File: src/rtl/mem_access_ctrl_pkg.sv
// Shared types, constants and helpers for the MEM-stage access controller.
package mem_access_ctrl_pkg;

    typedef logic [63:0] u64;
    typedef logic [2:0]  u3;

    typedef enum logic [1:0] {
        MSIZE1 = 2'd0,
        MSIZE2 = 2'd1,
        MSIZE4 = 2'd2,
        MSIZE8 = 2'd3
    } msize_t;

    typedef enum logic [1:0] {
        StIdle  = 2'd0,
        StBus   = 2'd1,
        StResp  = 2'd2,
        StDrain = 2'd3
    } mac_state_t;

    // Low address bits that must be zero for a naturally aligned access.
    localparam u3 MisalignMask1 = 3'b000;
    localparam u3 MisalignMask2 = 3'b001;
    localparam u3 MisalignMask4 = 3'b011;
    localparam u3 MisalignMask8 = 3'b111;

    function automatic logic is_misaligned(u3 off, msize_t size);
        u3 mask;
        unique case (size)
            MSIZE1: mask = MisalignMask1;
            MSIZE2: mask = MisalignMask2;
            MSIZE4: mask = MisalignMask4;
            MSIZE8: mask = MisalignMask8;
        endcase
        return (off & mask) != 3'b000;
    endfunction

    // Select the addressed lane of the raw bus word and extend it to 64 bits.
    function automatic u64 load_extract(u64 rdata, u3 off, msize_t size, logic zext);
        u64 sh;
        u64 res;
        sh = rdata >> {off, 3'b000};
        unique case (size)
            MSIZE1: res = zext ? {56'b0, sh[7:0]}  : {{56{sh[7]}}, sh[7:0]};
            MSIZE2: res = zext ? {48'b0, sh[15:0]} : {{48{sh[15]}}, sh[15:0]};
            MSIZE4: res = zext ? {32'b0, sh[31:0]} : {{32{sh[31]}}, sh[31:0]};
            MSIZE8: res = rdata;
        endcase
        return res;
    endfunction

endpackage

File: src/rtl/store_lane_gen.sv
// Byte-strobe and write-lane alignment for stores onto the 64-bit data bus.
module store_lane_gen
    import mem_access_ctrl_pkg::*;
(
    input  logic [2:0] addr,
    input  msize_t     size,
    input  u64         wdata,
    output logic [7:0] strobe,
    output u64         wdata_lane
);

    always_comb begin
        strobe = 8'h00;
        unique case (size)
            MSIZE1: strobe = 8'h01 << addr;
            MSIZE2: strobe = 8'h03 << addr;
            MSIZE4: strobe = 8'h0F << addr;
            MSIZE8: strobe = 8'hFF;
        endcase
    end

    assign wdata_lane = wdata << {addr, 3'b000};

endmodule

File: src/rtl/mem_access_ctrl.sv
// MEM-stage load/store controller: alignment check, bus handshake, load
// result alignment/extension and flush handling without aborting bus traffic.
module mem_access_ctrl
    import mem_access_ctrl_pkg::*;
#(
    parameter bit MISALIGN_CHECK = 1'b1
) (
    input  logic       clk,
    input  logic       reset,
    input  logic       req_valid,
    output logic       req_ready,
    input  logic       req_write,
    input  u64         req_addr,
    input  msize_t     req_size,
    input  logic       req_unsigned,
    input  u64         req_wdata,
    input  logic       flush,
    output logic       dbus_valid,
    output u64         dbus_addr,
    output msize_t     dbus_size,
    output logic [7:0] dbus_strobe,
    output u64         dbus_wdata,
    input  logic       dbus_data_ok,
    input  u64         dbus_rdata,
    output logic       resp_valid,
    output u64         resp_data,
    output logic       resp_misalign
);

    mac_state_t state_q, state_d;
    u64         addr_q, addr_d;
    msize_t     size_q, size_d;
    logic       write_q, write_d;
    logic       unsigned_q, unsigned_d;
    u64         wdata_q, wdata_d;
    u64         result_q, result_d;
    logic       misalign_q, misalign_d;

    logic [7:0] lane_strobe;
    u64         lane_wdata;
    logic       accept;
    logic       bus_active;

    store_lane_gen u_store_lane_gen (
        .addr       (addr_q[2:0]),
        .size       (size_q),
        .wdata      (wdata_q),
        .strobe     (lane_strobe),
        .wdata_lane (lane_wdata)
    );

    assign accept = req_valid && (state_q == StIdle) && !flush;

    always_comb begin
        state_d    = state_q;
        addr_d     = addr_q;
        size_d     = size_q;
        write_d    = write_q;
        unsigned_d = unsigned_q;
        wdata_d    = wdata_q;
        result_d   = result_q;
        misalign_d = misalign_q;

        unique case (state_q)
            StIdle: begin
                if (accept) begin
                    addr_d     = req_addr;
                    size_d     = req_size;
                    write_d    = req_write;
                    unsigned_d = req_unsigned;
                    wdata_d    = req_wdata;
                    result_d   = '0;
                    if (MISALIGN_CHECK && is_misaligned(req_addr[2:0], req_size)) begin
                        misalign_d = 1'b1;
                        state_d    = StResp;
                    end else begin
                        misalign_d = 1'b0;
                        state_d    = StBus;
                    end
                end
            end
            StBus: begin
                if (dbus_data_ok) begin
                    state_d  = flush ? StIdle : StResp;
                    result_d = write_q ? '0
                             : load_extract(dbus_rdata, addr_q[2:0], size_q, unsigned_q);
                end else if (flush) begin
                    // Transaction already issued; ride it out without a response.
                    state_d = StDrain;
                end
            end
            StDrain: begin
                if (dbus_data_ok) begin
                    state_d = StIdle;
                end
            end
            StResp: begin
                state_d = StIdle;
            end
        endcase
    end

    always_ff @(posedge clk or posedge reset) begin
        if (reset) begin
            state_q    <= StIdle;
            addr_q     <= '0;
            size_q     <= MSIZE1;
            write_q    <= 1'b0;
            unsigned_q <= 1'b0;
            wdata_q    <= '0;
            result_q   <= '0;
            misalign_q <= 1'b0;
        end else begin
            state_q    <= state_d;
            addr_q     <= addr_d;
            size_q     <= size_d;
            write_q    <= write_d;
            unsigned_q <= unsigned_d;
            wdata_q    <= wdata_d;
            result_q   <= result_d;
            misalign_q <= misalign_d;
        end
    end

    assign bus_active    = (state_q == StBus) || (state_q == StDrain);
    assign req_ready     = (state_q == StIdle);
    assign dbus_valid    = bus_active;
    assign dbus_addr     = addr_q;
    assign dbus_size     = size_q;
    assign dbus_strobe   = (bus_active && write_q) ? lane_strobe : 8'h00;
    assign dbus_wdata    = (bus_active && write_q) ? lane_wdata : '0;
    assign resp_valid    = (state_q == StResp);
    assign resp_data     = resp_valid ? result_q : '0;
    assign resp_misalign = resp_valid && misalign_q;

endmodule
File: config.mk
export PLATFORM = sky130hd
export DESIGN_NAME = mem_access_ctrl
export DESIGN_NICKNAME = d
export VERILOG_FILES = /design/src/rtl/mem_access_ctrl_pkg.sv /design/src/rtl/store_lane_gen.sv /design/src/rtl/mem_access_ctrl.sv
export SDC_FILE = /design/constraint.sdc
export NUM_CORES = 1
export LEC_CHECK = 0
export BUFFER_PORTS_ARGS = -buffer_cell sky130_fd_sc_hd__buf_2
export CAP_MARGIN = 40
export CORE_ASPECT_RATIO = 1.25
export CORE_MARGIN = 2
export CORE_UTILIZATION = 50
export CTS_CLUSTER_DIAMETER = 40
export DETAILED_ROUTE_END_ITERATION = 10
export PLACE_DENSITY_LB_ADDON = 0.05
export SYNTH_ARGS = -nofsm -noshare
export SYNTH_HDL_FRONTEND = slang
export SYNTH_SLANG_ARGS = --single-unit
File: constraint.sdc
create_clock -name clk -period 7.6 [get_ports clk]
set_input_delay 1.52 -clock clk [delete_from_list [all_inputs] [get_ports clk]]
set_output_delay 1.52 -clock clk [all_outputs]
set_load 0.005 [all_outputs]
Word level (Yosys, flattened, before mapping)
Cells that the tools add are included.
{ "word_totals": {"ff_bits": 199, "latchBits": 0, "ramBits": 0, "rom_bits": 0, "inputBits": 201, "output_inout_bits": 206, "word_cells": 64, "memories": 0} }
{ "op_classes": {"n_addsub": 0, "multipliers": 0, "div_mod_pow": 0, "order_cmp": 0, "n_eq_ne": 13, "shifts": 5, "n_mux": 23, "bitwise_logic": 1, "n_reduce_logical": 14} }
{ "ops": {"columns": ["op", "count"], "rows": [
  ["$mux 64", 8],
  ["$pmux 64 s4", 1],
  ["$pmux 64 s2", 1],
  ["$shl 64x6->64", 1],
  ["$shr 64x6->32", 1],
  ["$pmux 8 s4", 1],
  ["$eq 2x2->1 const B", 6],
  ["$mux 2", 6],
  ["$pmux 3 s4", 1],
  ["$mux 8", 1],
  ["$pmux 2 s4", 1],
  ["$shl 1x3->8 const A", 1],
  ["$shl 2x3->8 const A", 1],
  ["$shl 4x3->8 const A", 1],
  ["$eq 2x1->1 const B", 3],
  ["$logic_not 2->1", 3],
  ["$mux 3", 2],
  ["$reduce_and 3->1", 2],
  ["$logic_and 1x1->1", 4],
  ["$ne 2x2->1 const B", 2],
  ["$and 3x3->3", 1],
  ["$ne 3x3->1 const B", 1],
  ["$reduce_bool 3->1", 1],
  ["$ne 2x1->1 const B", 1],
  ["5 further kinds", 5]
]} }

Depth between registers and ports, before layout
Gate-level depths: netlist of run 1.
{ "depth": {"ltp_word": 10, "depth_mapped": 9} }

By module
Synthesis of run 1 repeated with hierarchy kept, for this count alone.
{ "unflattened": {"hier_cells": 1205, "area_unflattened_um2": 12396.9} }
{ "by_module_without_submodules": {"columns": ["module", "instances", "cells_each", "area_per_inst_um2", "seq_area_each_um2"], "rows": [
  ["mem_access_ctrl", 1, 946, 10453.8, 4979.8],
  ["store_lane_gen", 1, 259, 1943.1, 0.0]
]} }

Least setup slack after synthesis of run 1
Ideal clock, no wire load.
{ "synth_path": {"kind": "register to output", "start": "reg addr_q[1] (netlist: dbus_addr[1])", "end": "out dbus_wdata[57]", "t_arrival_ps": 1844, "required_time_ps": 6080, "slack_ps": 4236, "stages_incl_launch_ff": 8, "n_path_buf": 4, "cell_sequence": "dfrtp_1 -> buf_2 -> buf_2 -> buf_2 -> buf_1 -> mux4_2 -> mux2i_1 -> nor2_1"} }
{ "synth_between": {"elab_chain_len": 2} }
{ "synth_lines": {"columns": ["item", "line", "text"], "rows": [
  ["from (decl)", "mem_access_ctrl.sv:31", "u64 addr_q, addr_d;"],
  ["from (signal assigned)", "mem_access_ctrl.sv:115", "addr_q <= addr_d;"],
  ["$shl 64x6->64", "store_lane_gen.sv:22", "assign wdata_lane = wdata << {addr, 3'b000};"],
  ["$mux 64", "mem_access_ctrl.sv:131", "assign dbus_wdata = (bus_active && write_q) ? lane_wdata : '0;"],
  ["to (decl)", "mem_access_ctrl.sv:22", "output u64 dbus_wdata,"]
]} }
Every way passes these cells.

Worst setup path in the final report of run 1
{ "layout_path": {"start": "reg addr_q[1] (netlist: dbus_addr[1])", "end": "out dbus_wdata[2]"} }
Same word-level chain as after synthesis.

==> impl_metrics.yaml, run 1 <==
status:
  status: "completed"
route:
  drc: 0
  dr.first_iter.drc_count: 882
  routed_wl_um: 42500
  final_antenna_net_count: 0
  wire_per_inst_um: 22.7
  drtPass1Iterations: 7
  vias: 11100
  avgViaCountPerCell: 5.90
layout:
  multi_input_area_um2: 6700
  area_growth_pct: 24.1
  mostFrequentLayoutCells: "406 x buf_2, 196 x dfrtp_1, 151 x mux2_2, 115 x nand2_1, 100 x mux2i_1"
  layout_commonest_cell: "buf_2"
  drive_above_1_share_pct: 43.2
  fillCellCount: 2097
  seqCellArea_um2: 4990
  layout.nets: 1736
critical_path:
  endpoint_kind: "output pin"
  cp-start-kind: "register"
  critPathArrivalTime_ns: 3.29
  critPathMostFrequentCell: "nor2_1"
  cp_cell_sequence: "nor2_1 > nand3_1 > nor2_1 > and2_1 > buf_2"
  cpPeakStageDelay_ns: 0.70
  critical_path_required_ns: 6.08
  crit_slowest_cell: "dfrtp_2"
  crit_type: "register to output pin"
  path_max_fanout: 37
clocking:
  h-tree-depth: 4
  cts_root_buf: "clkbuf_16"
  cts_max_path_buffers: 2
  clk_pin_slew_ns: 0.08
  hold_buffers: 0
  cts_tree: "built"
  cts_made_buffers: 17
  post_cts_buffers: 0
  clock_latency_ns: 0.45
  cts_resized: 0
  clock_sinks: 199
grt:
  grt_max_degree: 119
  grt_pass1_vias: 10900
  antenna_found_initial: 10
  grt_pass1_wl_um: 63100
  overflow: 0
  gr-usage-all-layers_pct: 32.9
sta:
  slew_headroom_pct: 39.3
  max_freq_ghz: 0.208
  fin_worst_skew_ns: 0.0161
  finalWorstSetupSlack_ns: 2.79
  worst_pin_slew_ns: 0.907
  slew_viol_final: 0
  period_share_pct: 63.2
  hold_violations: 0
  setup_tns_ns: 0
  setup_viol: 0
  finalCriticalPeriod_ns: 4.81
  rsz0062_at_grt: "no"
power_and_ir_drop:
  p_per_area_nw_per_um2: 280
  peakVddDrop_mv: 0.210
  p_leak_uw: 0.00706
  total_power_uw: 4230
placed_design:
  place_hpwl_um: 31100
  port_buffers: 406
  place_ws_ns: 3.28
  place.gp.congestion: 0.963
logic_synthesis:
  ys_ff_latch: 199
  avgSynthCellArea_um2: 10.3
  ys_warn_count: 0
  yosys.cell_types.count: 48
  ys_seq_area_share_pct: 40.9
  synth_fp_nets: 1391
  syn-cell-area_um2: 12200
  synth-edff-count: 0
  synthCells: 1185
  yosys_most_used_dff: "dfrtp_1"
  ys_async_sr_fraction_pct: 100
flow_run:
  cap_violations: 0
die:
  io_pins: 407
  die_area_um2: 25600
  core-area_um2: 23800
  rows: 63
  die_w_um: 143
  initial_utilization_pct: 51.1
  dieHeight_um: 178
min_path:
  hold_class: "register to register"
cells in the mapped netlist, types with 2 or more instances:
master	n	area, µm²
buf_6	3	33.8
buf_1	7	26.3
nand3b_1	3	22.5
and4b_1	3	30.0
nor3b_1	2	15.0
a31oi_1	12	75.1
o32ai_1	2	17.5
o22ai_1	10	62.6
o21a_1	3	22.5
a32oi_1	6	52.6
nor2_1	86	323
a211oi_2	16	200
a211o_1	2	17.5
dfrtp_1	199	4980
nand2b_1	7	43.8
a22o_1	4	35.0
a221oi_1	4	35.0
a311oi_1	2	17.5
mux2i_1	100	1000
a21oi_1	27	135
o21ai_0	83	415
nand3_1	6	30.0
o22a_1	5	43.8
buf_4	5	37.5
and2_1	76	475
o21ai_1	21	105
buf_2	41	205
mux2_2	151	1700
nand2_1	115	432
nor2b_1	17	106
a22oi_1	22	165
a211oi_1	40	300
inv_1	6	22.5
o221ai_1	4	35.0
ha_1	5	62.6
or2_2	2	12.5
o31a_1	3	26.3
nor3_1	3	15.0
mux4_2	26	586
clkbuf_1	48	180
metrics by stage:
step / hold WS (ns) / area [µm²] / util (%) / instances
2_1_floorplan: 0.442 / 12200 / - / 1185
3_3_place_gp: 0.453 / 14300 / 60.0 / 1826
3_5_place_dp: 0.462 / 14400 / 60.7 / 1836
4_1_cts: 0.478 / 15100 / 63.3 / 1868
5_1_grt: 0.493 / 15100 / 63.4 / 1874
6_report: 0.475 / 15100 / 63.4 / 1876
where the power goes:
part | total (µW) | switching [µW] | internal, µW
Clock | 975 | 421 | 554
Combinational | 1690 | 890 | 802
Sequential | 1560 | 257 | 1310
registers in the layout, summed over array words and instances (netlist names):
register    cells
write_q         1
wdata_q        64
dbus_size       2
misalign_q      1
result_q       64
dbus_addr      64
state_q         2
unsigned_q      1
critical path, delay by kind of cell (launching register included):
family	cells	cell delay [ns]
and+or+nand+nor	4	2.00
DFF	1	0.70
buffers and inverters	1	0.12
logic make-up (layout without fill, tap and decap cells):
kind of cell             Yosys count  after routing  share of synthesized area (%)
buffers and inverters            111            469                           4.19
multiplexers                     277            277                           27.0
adder cells (fa/ha/maj)            5              5                          0.514
AO/OA/AOI/OAI                    270            270                           14.8
XOR/XNOR                           1              1                         0.0720
flip-flops                       199            199                           40.9
AND/OR/NAND/NOR                  322            322                           12.5
other                              0              8                              0
layout make-up:
cell class	count	share of cell area, %
multi-input combinational	875	44.4
sequential	199	33.0
timing repair buffer	430	15.4
clock buffer	18	2.84
tap	325	2.69
clock inverter	14	1.30
inverter	7	0.224
antenna	8	0.133
layer usage:
layer	GRT usage, %	share of wire (%)	vias to the layer above
met5	0	0.12	-
met4	18.5	5.3	8
met3	8.35	8.7	118
met2	55.2	50	572
met1	38.4	36	5391
li1	-	-	4972
final timing paths:
check | to | cells past startpoint | slack, ns | from
worst max-delay path | dbus_wdata[2] | 5 | 2.79 | dbus_addr[1]$_DFFE_PP0P_
worst min-delay path | result_q[13]$_DFFE_PP0P_ | 2 | 0.47 | result_q[13]$_DFFE_PP0P_
worst max register to register | result_q[53]$_DFFE_PP0P_ | 7 | 3.94 | dbus_addr[1]$_DFFE_PP0P_
worst min register to register | result_q[13]$_DFFE_PP0P_ | 2 | 0.47 | result_q[13]$_DFFE_PP0P_
max in group asynchronous | dbus_addr[37]$_DFFE_PP0P_ | 4 | 4.90 | reset
min in group asynchronous | dbus_addr[24]$_DFFE_PP0P_ | 2 | 1.03 | reset
Power figures use the tool's default switching activity.
==> inputs of run 2 (changes only) <==
- CORE_UTILIZATION: 50 -> 47
- clock period: 7.6 -> 4.1 ns (I/O delays scaled with it)
==> run 2 against run 1 <==
Compared with the run above: first-iteration DRC count is 4.3% lower; clock skew down 0.010 ns; final area hardly changed; routed wire length is 1.7% lower; total power rose by 82%; setup slack worse by 2.4 ns; die area rose by 6.2%; critical path depth stayed put; critical endpoint is now dbus_wdata[0].
==> impl_metrics.yaml, run 2 (synthesis gave the netlist of run 1 again) <==
critical_path:
  critPathMostFrequentCell: "nor2_1"
  critPathTopFamily: "simple AND/OR/NAND/NOR gates"
  critPathArrivalTime_ns: 2.84
  cpPeakStageDelay_ns: 0.72
  endpoint_kind: "output pin"
  crit_buf_inv: 1
  r2r_setup_slack_ns: 1.04
  cp_cell_sequence: "nor2_1 > nand3_1 > nor2_1 > and2_1 > buf_2"
  crit_slowest_cell: "nor2_1"
  critical_path_required_ns: 3.28
  crit_type: "register to output pin"
  path_max_fanout: 32
  cp-start-kind: "register"
route:
  drtPass1Iterations: 5
  drc: 0
  dr.first_iter.drc_count: 844
  avgViaCountPerCell: 5.76
  vias: 10900
  wire_per_inst_um: 22.1
  final_antenna_net_count: 0
  routed_wl_um: 41800
clocking:
  cts_root_buf: "clkbuf_16"
  clk_pin_slew_ns: 0.07
  cts_max_path_buffers: 2
  cts_resized: 0
  post_cts_buffers: 0
  cts_tree: "built"
  hold_buffers: 0
  h-tree-depth: 4
  cts_made_buffers: 17
  clock_sinks: 199
  clock_latency_ns: 0.44
layout:
  drive_above_1_share_pct: 43.3
  seqCellArea_um2: 4990
  layout.nets: 1740
  multi_input_area_um2: 6700
  fillCellCount: 2280
  stdcell_area_um2: 15100
  final_cells: 1887
  layout_commonest_cell: "buf_2"
  area_growth_pct: 24.1
  final_util_pct: 59.5
  mostFrequentLayoutCells: "406 x buf_2, 196 x dfrtp_1, 151 x mux2_2, 115 x nand2_1, 100 x mux2i_1"
placed_design:
  place_area_um2: 14500
  place_hpwl_um: 30700
  dp_cells: 1850
  place.gp.congestion: 0.962
  port_buffers: 406
die:
  core-area_um2: 25400
  die_w_um: 148
  dieHeight_um: 184
  initial_utilization_pct: 47.9
  io_pins: 407
  rows: 65
  die_area_um2: 27200
sta:
  fin_worst_skew_ns: 0.00585
  period_share_pct: 89.3
  setup_viol: 0
  finalCriticalPeriod_ns: 3.66
  hold_ws_ns: 0.279
  setup_tns_ns: 0
  rsz0062_at_grt: "no"
  hold_violations: 0
  worst_pin_slew_ns: 0.983
  max_freq_ghz: 0.273
  slew_headroom_pct: 34.3
  slew_viol_final: 0
status:
  status: "completed"
grt:
  grt_max_degree: 140
  grt_pass1_vias: 10800
  antenna_found_initial: 5
  gr-usage-all-layers_pct: 30.5
  grt_pass1_wl_um: 63200
  overflow: 0
min_path:
  hold_class: "input pin to async pin"
power_and_ir_drop:
  p_per_area_nw_per_um2: 511
  p_leak_uw: 0.00707
  peakVddDrop_mv: 0.349
flow_run:
  cap_violations: 0
[run 2: final timing paths]
kind | from | to | cells after the start
worst min register to register | result_q[44]$_DFFE_PP0P_ | result_q[44]$_DFFE_PP0P_ | 2
worst max register to register | dbus_addr[2]$_DFFE_PP0P_ | result_q[58]$_DFFE_PP0P_ | 7
min in group clk | result_q[44]$_DFFE_PP0P_ | result_q[44]$_DFFE_PP0P_ | 2
worst min-delay path | reset | dbus_addr[57]$_DFFE_PP0P_ | 2
worst max-delay path | dbus_addr[2]$_DFFE_PP0P_ | dbus_wdata[0] | 5
max in group asynchronous | reset | result_q[45]$_DFFE_PP0P_ | 4
[run 2: power by group]
part	switching (µW)	total (µW)	internal, µW
combinational	1580	3060	1480
clock	755	1750	996
sequential	468	2890	2420
[run 2: routing by layer]
metal	vias up	global-route usage [%]	wire length (µm)
met4	0	15.5	1970
met3	91	7.02	3400
met5	-	0	0
met1	5298	35.7	15300
li1	4989	-	-
met2	492	52.4	21100
[run 2: worst reg2reg max path: cells and delay by family, from the launching register on]
kind                   cells  cell delay, ns
buffers and inverters      2            0.86
flip-flops                 1            0.82
AND/OR/NAND/NOR            1            0.31
AO/OA/AOI/OAI              4            0.92
[run 2: cell type report]
cell class	count	area share, %
clock buffers	21	3.05
flip-flops and latches	199	33.0
clock inverters	10	0.945
diodes	6	0.0995
repair buffers	434	15.5
well taps	335	2.78
inverters	7	0.199
multi-input cells	875	44.4
[run 2: stage by stage]
stage	worst slack (ns)	total power [µW]
6_report	0.437	7710
3_3_place_gp	0.939	5900
2_1_floorplan	0.706	4940
3_5_place_dp	0.880	5970
5_1_grt	0.221	8160
4_1_cts	0.369	7740
